$ cat src/rtl/sa_weight_loader.sv
// sa_weight_loader: buffers a 1..NUM_ROWS weight tile from a valid/ready stream and
// shifts it into the systolic array bottom-row-first, zero-padding unused rows.
module sa_weight_loader #(
  parameter int DATAWIDTH = 8,
  parameter int NUM_ROWS  = 4,
  parameter int NUM_COLS  = 4,
  parameter int CNT_W     = $clog2(NUM_ROWS + 1)
) (
  input  logic                                 clk,
  input  logic                                 rst,
  input  logic                                 i_start,
  input  logic [CNT_W-1:0]                     i_num_rows,
  input  logic                                 i_wvalid,
  output logic                                 o_wready,
  input  logic [NUM_COLS-1:0][DATAWIDTH-1:0]   i_wdata,
  output logic [NUM_COLS-1:0][DATAWIDTH-1:0]   o_weight,
  output logic                                 o_mode,
  output logic                                 o_load_psum,
  output logic                                 o_busy,
  output logic                                 o_done
);
  localparam int IDX_W = $clog2(NUM_ROWS);
  typedef logic [NUM_COLS-1:0][DATAWIDTH-1:0] row_t;
  typedef enum logic [1:0] {IDLE, COLLECT, SHIFT, DONE} state_t;
  state_t           r_state;
  row_t             r_buf [NUM_ROWS];
  logic [IDX_W-1:0] r_cnt;
  logic [CNT_W-1:0] r_n;
  logic [CNT_W-1:0] w_n;
  logic [IDX_W-1:0] w_nxt;
  logic             w_last_beat;
  assign w_n         = (i_num_rows > CNT_W'(NUM_ROWS)) ? CNT_W'(NUM_ROWS) : i_num_rows;
  assign w_nxt       = IDX_W'(NUM_ROWS - 2) - r_cnt;
  assign w_last_beat = CNT_W'(r_cnt) == r_n - CNT_W'(1);
  assign o_load_psum = 1'b0;
  always_ff @(posedge clk or posedge rst) begin
    if (rst) begin
      r_state  <= IDLE;
      r_cnt    <= '0;
      r_n      <= '0;
      for (int i = 0; i < NUM_ROWS; i++) r_buf[i] <= '0;
      o_wready <= 1'b0;
      o_mode   <= 1'b1;
      o_weight <= '0;
      o_busy   <= 1'b0;
      o_done   <= 1'b0;
    end else begin
      case (r_state)
        IDLE: if (i_start) begin
          r_n    <= w_n;
          r_cnt  <= '0;
          o_busy <= 1'b1;
          for (int i = 0; i < NUM_ROWS; i++) r_buf[i] <= '0;
          if (w_n != '0) begin
            r_state  <= COLLECT;
            o_wready <= 1'b1;
          end else begin
            r_state  <= SHIFT;
            o_mode   <= 1'b0;
            o_weight <= '0;
          end
        end
        COLLECT: if (i_wvalid) begin
          r_buf[r_cnt] <= i_wdata;
          if (w_last_beat) begin
            r_state  <= SHIFT;
            r_cnt    <= '0;
            o_wready <= 1'b0;
            o_mode   <= 1'b0;
            // the top row may be the beat being written on this very edge
            o_weight <= (r_cnt == IDX_W'(NUM_ROWS - 1)) ? i_wdata : r_buf[NUM_ROWS-1];
          end else begin
            r_cnt <= r_cnt + 1'b1;
          end
        end
        SHIFT: if (r_cnt == IDX_W'(NUM_ROWS - 1)) begin
          r_state  <= DONE;
          r_cnt    <= '0;
          o_mode   <= 1'b1;
          o_weight <= '0;
          o_done   <= 1'b1;
        end else begin
          r_cnt    <= r_cnt + 1'b1;
          o_weight <= r_buf[w_nxt];
        end
        DONE: begin
          r_state <= IDLE;
          o_done  <= 1'b0;
          o_busy  <= 1'b0;
        end
        default: r_state <= IDLE;
      endcase
    end
  end
endmodule

$ cat config.mk
export PLATFORM = sky130hd
export DESIGN_NAME = sa_weight_loader
export DESIGN_NICKNAME = d
export VERILOG_FILES = /design/src/rtl/sa_weight_loader.sv
export SDC_FILE = /design/constraint.sdc
export NUM_CORES = 1
export LEC_CHECK = 0
export CAP_MARGIN = 20
export CORE_ASPECT_RATIO = 1.2
export CORE_MARGIN = 2
export CORE_UTILIZATION = 54
export CTS_BUF_LIST = sky130_fd_sc_hd__clkbuf_2
export DETAILED_ROUTE_END_ITERATION = 6
export PLACE_DENSITY = 0.75
export SYNTH_ARGS = -nofsm -noshare
export SYNTH_HDL_FRONTEND = slang
export SYNTH_SLANG_ARGS = --single-unit
export TNS_END_PERCENT = 5
$ cat constraint.sdc
create_clock -name clk -period 6.29 [get_ports clk]
set_clock_uncertainty 0.1 [all_clocks]
set_input_delay 1.887 -clock clk [delete_from_list [all_inputs] [get_ports clk]]
set_output_delay 1.887 -clock clk [all_outputs]
set_load 0.005 [all_outputs]
==> summary.txt <==
Clocking
  – Register clock-pin slew on the reported worst setup and hold paths: 220 ps
  – Hold buffer count at cts: 0
  – Clock root cell: clkbuf_2
  – Post-CTS Resized: 0
  – Clk Latency, worst-skew pair: roughly 750 ps
  – Post-CTS setup buffers: 0
  – TritonCTS buffer count: 17
  – H-tree depth: 4
  – Clk sinks: 171
  – CTS max path bufs: 2
  – CTS tree: yes

Critical path
  – R2R depth: 7
  – Slowest stage delay, CP: roughly 590 ps
  – Worst-path fanout max: 2
  – CP Data Arrival Time: 1830 ps
  – Critical path origin: o_mode$_DFFE_PP1P_
  – Crit path max-delay family: flip-flops
  – Critical path startpoint category: register
  – Crit. End Element: output pin
  – Worst path buffer plus inverter count: 1
  – Worst Path Required: 4300 ps
  – WP depth: 1
  – Critical path's slowest cell: dfstp_2
  – Worst path cell trace: clkdlybuf4s50_1
  – RR Startpoint: r_cnt[0]$_DFFE_PP0P_
  – FF-to-FF End: o_weight[31]$_DFFE_PP0P_
  – Crit path kind: register to output pin
  – Worst setup path end: o_mode
  – Flop2flop setup slack: 2890 ps

Min path
  – HP Class: register to register
  – Cell depth of the worst hold path: 2

Placement
  – DP Area: 9120 sq um
  – Port buffer count: 74
  – Placed cells: 911
  – DP HPWL: ~12 mm
  – Routability cong.: 0.831

Floorplanning
  – Number of core rows: 49
  – Area of the die: 16,300 sq um
  – Starting Density: 0.552
  – Ports: 76
  – Die width: about 120 microns
  – CORE AREA: ~15,000 sq um
  – Die Span Y: approximately 140 microns

Pwr
  – Pleak: 4.27 nW
  – Max VDD drop: around 0.27 mV
  – Pwr/cell area: 415 nW/um^2

Synthesis
  – FF+latch count, synth: 171
  – Ys async rst share: 1.00
  – Post-synth EDFFs: 0
  – Sequential area share after synthesis: 0.518
  – Prevailing post-synth register cell: dfrtp_1
  – Net Count, Synth: 727
  – Syn avg cell area: 12.2 sq um
  – Synth Instances: just under 700
  – Netlist cell types: 46
  – Yosys warns: 0
  – Post-synthesis cell area: just over 8000 sq um

STA
  – Slew Viols, Final: 0
  – Relative slew slack: 0.373
  – Final Cycle Share: 0.606
  – Worst hold slack: 413 ps
  – Final Hold Fails: 0
  – Fin crit period: 3810 ps
  – Least-Margin Pin Slew: 940 ps
  – Setup violations, final: 0
  – Setup TNS: 0 ps
  – Fmax: 262 MHz
  – RSZ-0062 raised after global routing: false

Route
  – Drt wl/cell: 21.4 microns
  – Residual DRC: 0
  – Via density: around 6.3
  – DR iter-0 viols: 536
  – Routed Antenna Nets: 0
  – Total number of vias: 5,968
  – WL final: 20.2 mm
  – Drt first pass iters: 6

Layout
  – Non-filler cells in the finished layout: 945
  – Fin area: 9440 sq um
  – Layout cells sized above 1: 0.118
  – Final #Nets: 775
  – Syn-to-layout area delta: 14.3%
  – Fill cells: 1,187
  – Util after Layout: 0.631

Run
  – Number of max-cap violations: 0

GRT
  – Aggregate global-route resource usage: 0.262
  – GRT overflow: 0
  – Largest net degree at the start of global routing: 172
  – Global-route wire length before repair: 33.0 mm
  – Vias in the first global route: 6,157
  – Initial antenna violation count: 1

Run status
  – Status: finished, final reports clean
kinds of logic (layout without fill, tap and decap cells):
kind of cell	count (synthesis)	in the layout	share of synthesized area
other	1	2	0.000454
XOR/XNOR	3	3	0.00318
adder cells (fa/ha/maj)	9	9	0.0136
AND/OR/NAND/NOR	108	108	0.0629
flip-flops	171	171	0.518
AO/OA/AOI/OAI	216	216	0.237
buffers and inverters	70	131	0.0419
multiplexers	101	101	0.123
sequential cells by signal (all words and copies together), names as in the netlist:
register,count
o_busy,1
o_done,1
o_mode,1
o_weight,32
o_wready,1
r_buf,128
r_cnt,2
r_n,3
r_state,2
per-layer routing:
metal / share of wire / global-route usage / up-vias
met5: 0 / 0 / -
met4: 0.025 / 0.0935 / 0
met3: 0.050 / 0.0440 / 38
met2: 0.49 / 0.413 / 210
met1: 0.44 / 0.367 / 3081
li1: - / - / 2639
worst min-delay path by stage:
stage / startpoint / to / slack (ps)
final: r_n[1]$_DFFE_PP0P_ / r_n[1]$_DFFE_PP0P_ / 410
after floorplan: r_n[1]$_DFFE_PP0P_ / r_n[1]$_DFFE_PP0P_ / 350
after global routing: o_weight[24]$_DFFE_PP0P_ / o_weight[24]$_DFFE_PP0P_ / 450
after detailed placement: r_n[1]$_DFFE_PP0P_ / r_n[1]$_DFFE_PP0P_ / 370
after global placement: r_n[1]$_DFFE_PP0P_ / r_n[1]$_DFFE_PP0P_ / 370
after CTS: r_n[1]$_DFFE_PP0P_ / r_n[1]$_DFFE_PP0P_ / 420
cells in the mapped netlist, drive strengths merged (2+ instances only):
cell / instances / area [sq um]
a21o: 3 / 22.5
a21oi: 2 / 10.0
a22o: 125 / 1090
a31oi: 4 / 25.0
a41oi: 2 / 17.5
and2: 6 / 37.5
buf: 36 / 219
clkbuf: 22 / 82.6
dfrtp: 170 / 4250
ha: 9 / 113
inv: 12 / 45.0
mux2: 4 / 45.0
mux2i: 97 / 971
nand2: 11 / 41.3
nand2b: 3 / 18.8
nand3: 3 / 32.5
nor2: 68 / 263
nor2b: 7 / 43.8
o21ai: 10 / 53.8
o22ai: 32 / 200
o2bb2ai: 36 / 503
or3: 2 / 12.5
xnor2: 2 / 17.5
cell type report:
class,instances,area [sq um],share of cell area
tap,204,255,0.0270
multi-input combinational,438,3650,0.387
clock buffer,18,90.1,0.00954
inverter,12,48.8,0.00517
sequential,171,4280,0.453
antenna,1,2.50,0.000265
timing repair buffer,87,911,0.0965
clock inverter,14,201,0.0213
power by group:
group / internal [W] / switching (W) / total (W)
Sequential: 0.00150 / 0.000286 / 0.00178
Clock: 0.000297 / 0.000379 / 0.000676
Combinational: 0.000746 / 0.000710 / 0.00146
Total: 0.00254 / 0.00137 / 0.00392
metrics by stage:
step	power, W	setup slack [ps]
6_report	0.00392	2480
3_3_place_gp	0.00314	1800
5_1_grt	0.00415	2370
3_5_place_dp	0.00322	1870
4_1_cts	0.00391	2410
2_1_floorplan	0.00285	2120
layout by cell type (no fill, tap or decap), types with 4 or more instances in the layout:
cell | Yosys | final
a22o_1 | 125 | 125
a31oi_1 | 4 | 4
and2_1 | 6 | 6
buf_4 | 2 | 9
bufinv_16 | 0 | 5
clkbuf_2 | 0 | 18
clkdlybuf4s50_1 | 0 | 74
clkinv_2 | 0 | 4
dfrtp_1 | 170 | 170
ha_1 | 9 | 7
inv_1 | 11 | 10
mux2i_1 | 97 | 97
nand2_1 | 11 | 11
nor2_1 | 67 | 67
nor2b_1 | 7 | 7
o21ai_0 | 9 | 9
o22ai_1 | 32 | 32
o2bb2ai_1 | 6 | 6
o2bb2ai_2 | 30 | 30
worst register-to-register path: cells and delay by family, from the launching register on:
family,cells,cell delay [ps]
AOI/OAI and AO/OA,1,110
adders and majority gates,1,480
buffers and inverters,2,990
DFF,1,550
and+or+nand+nor,3,1080
(Power assumes the default switching activity.)
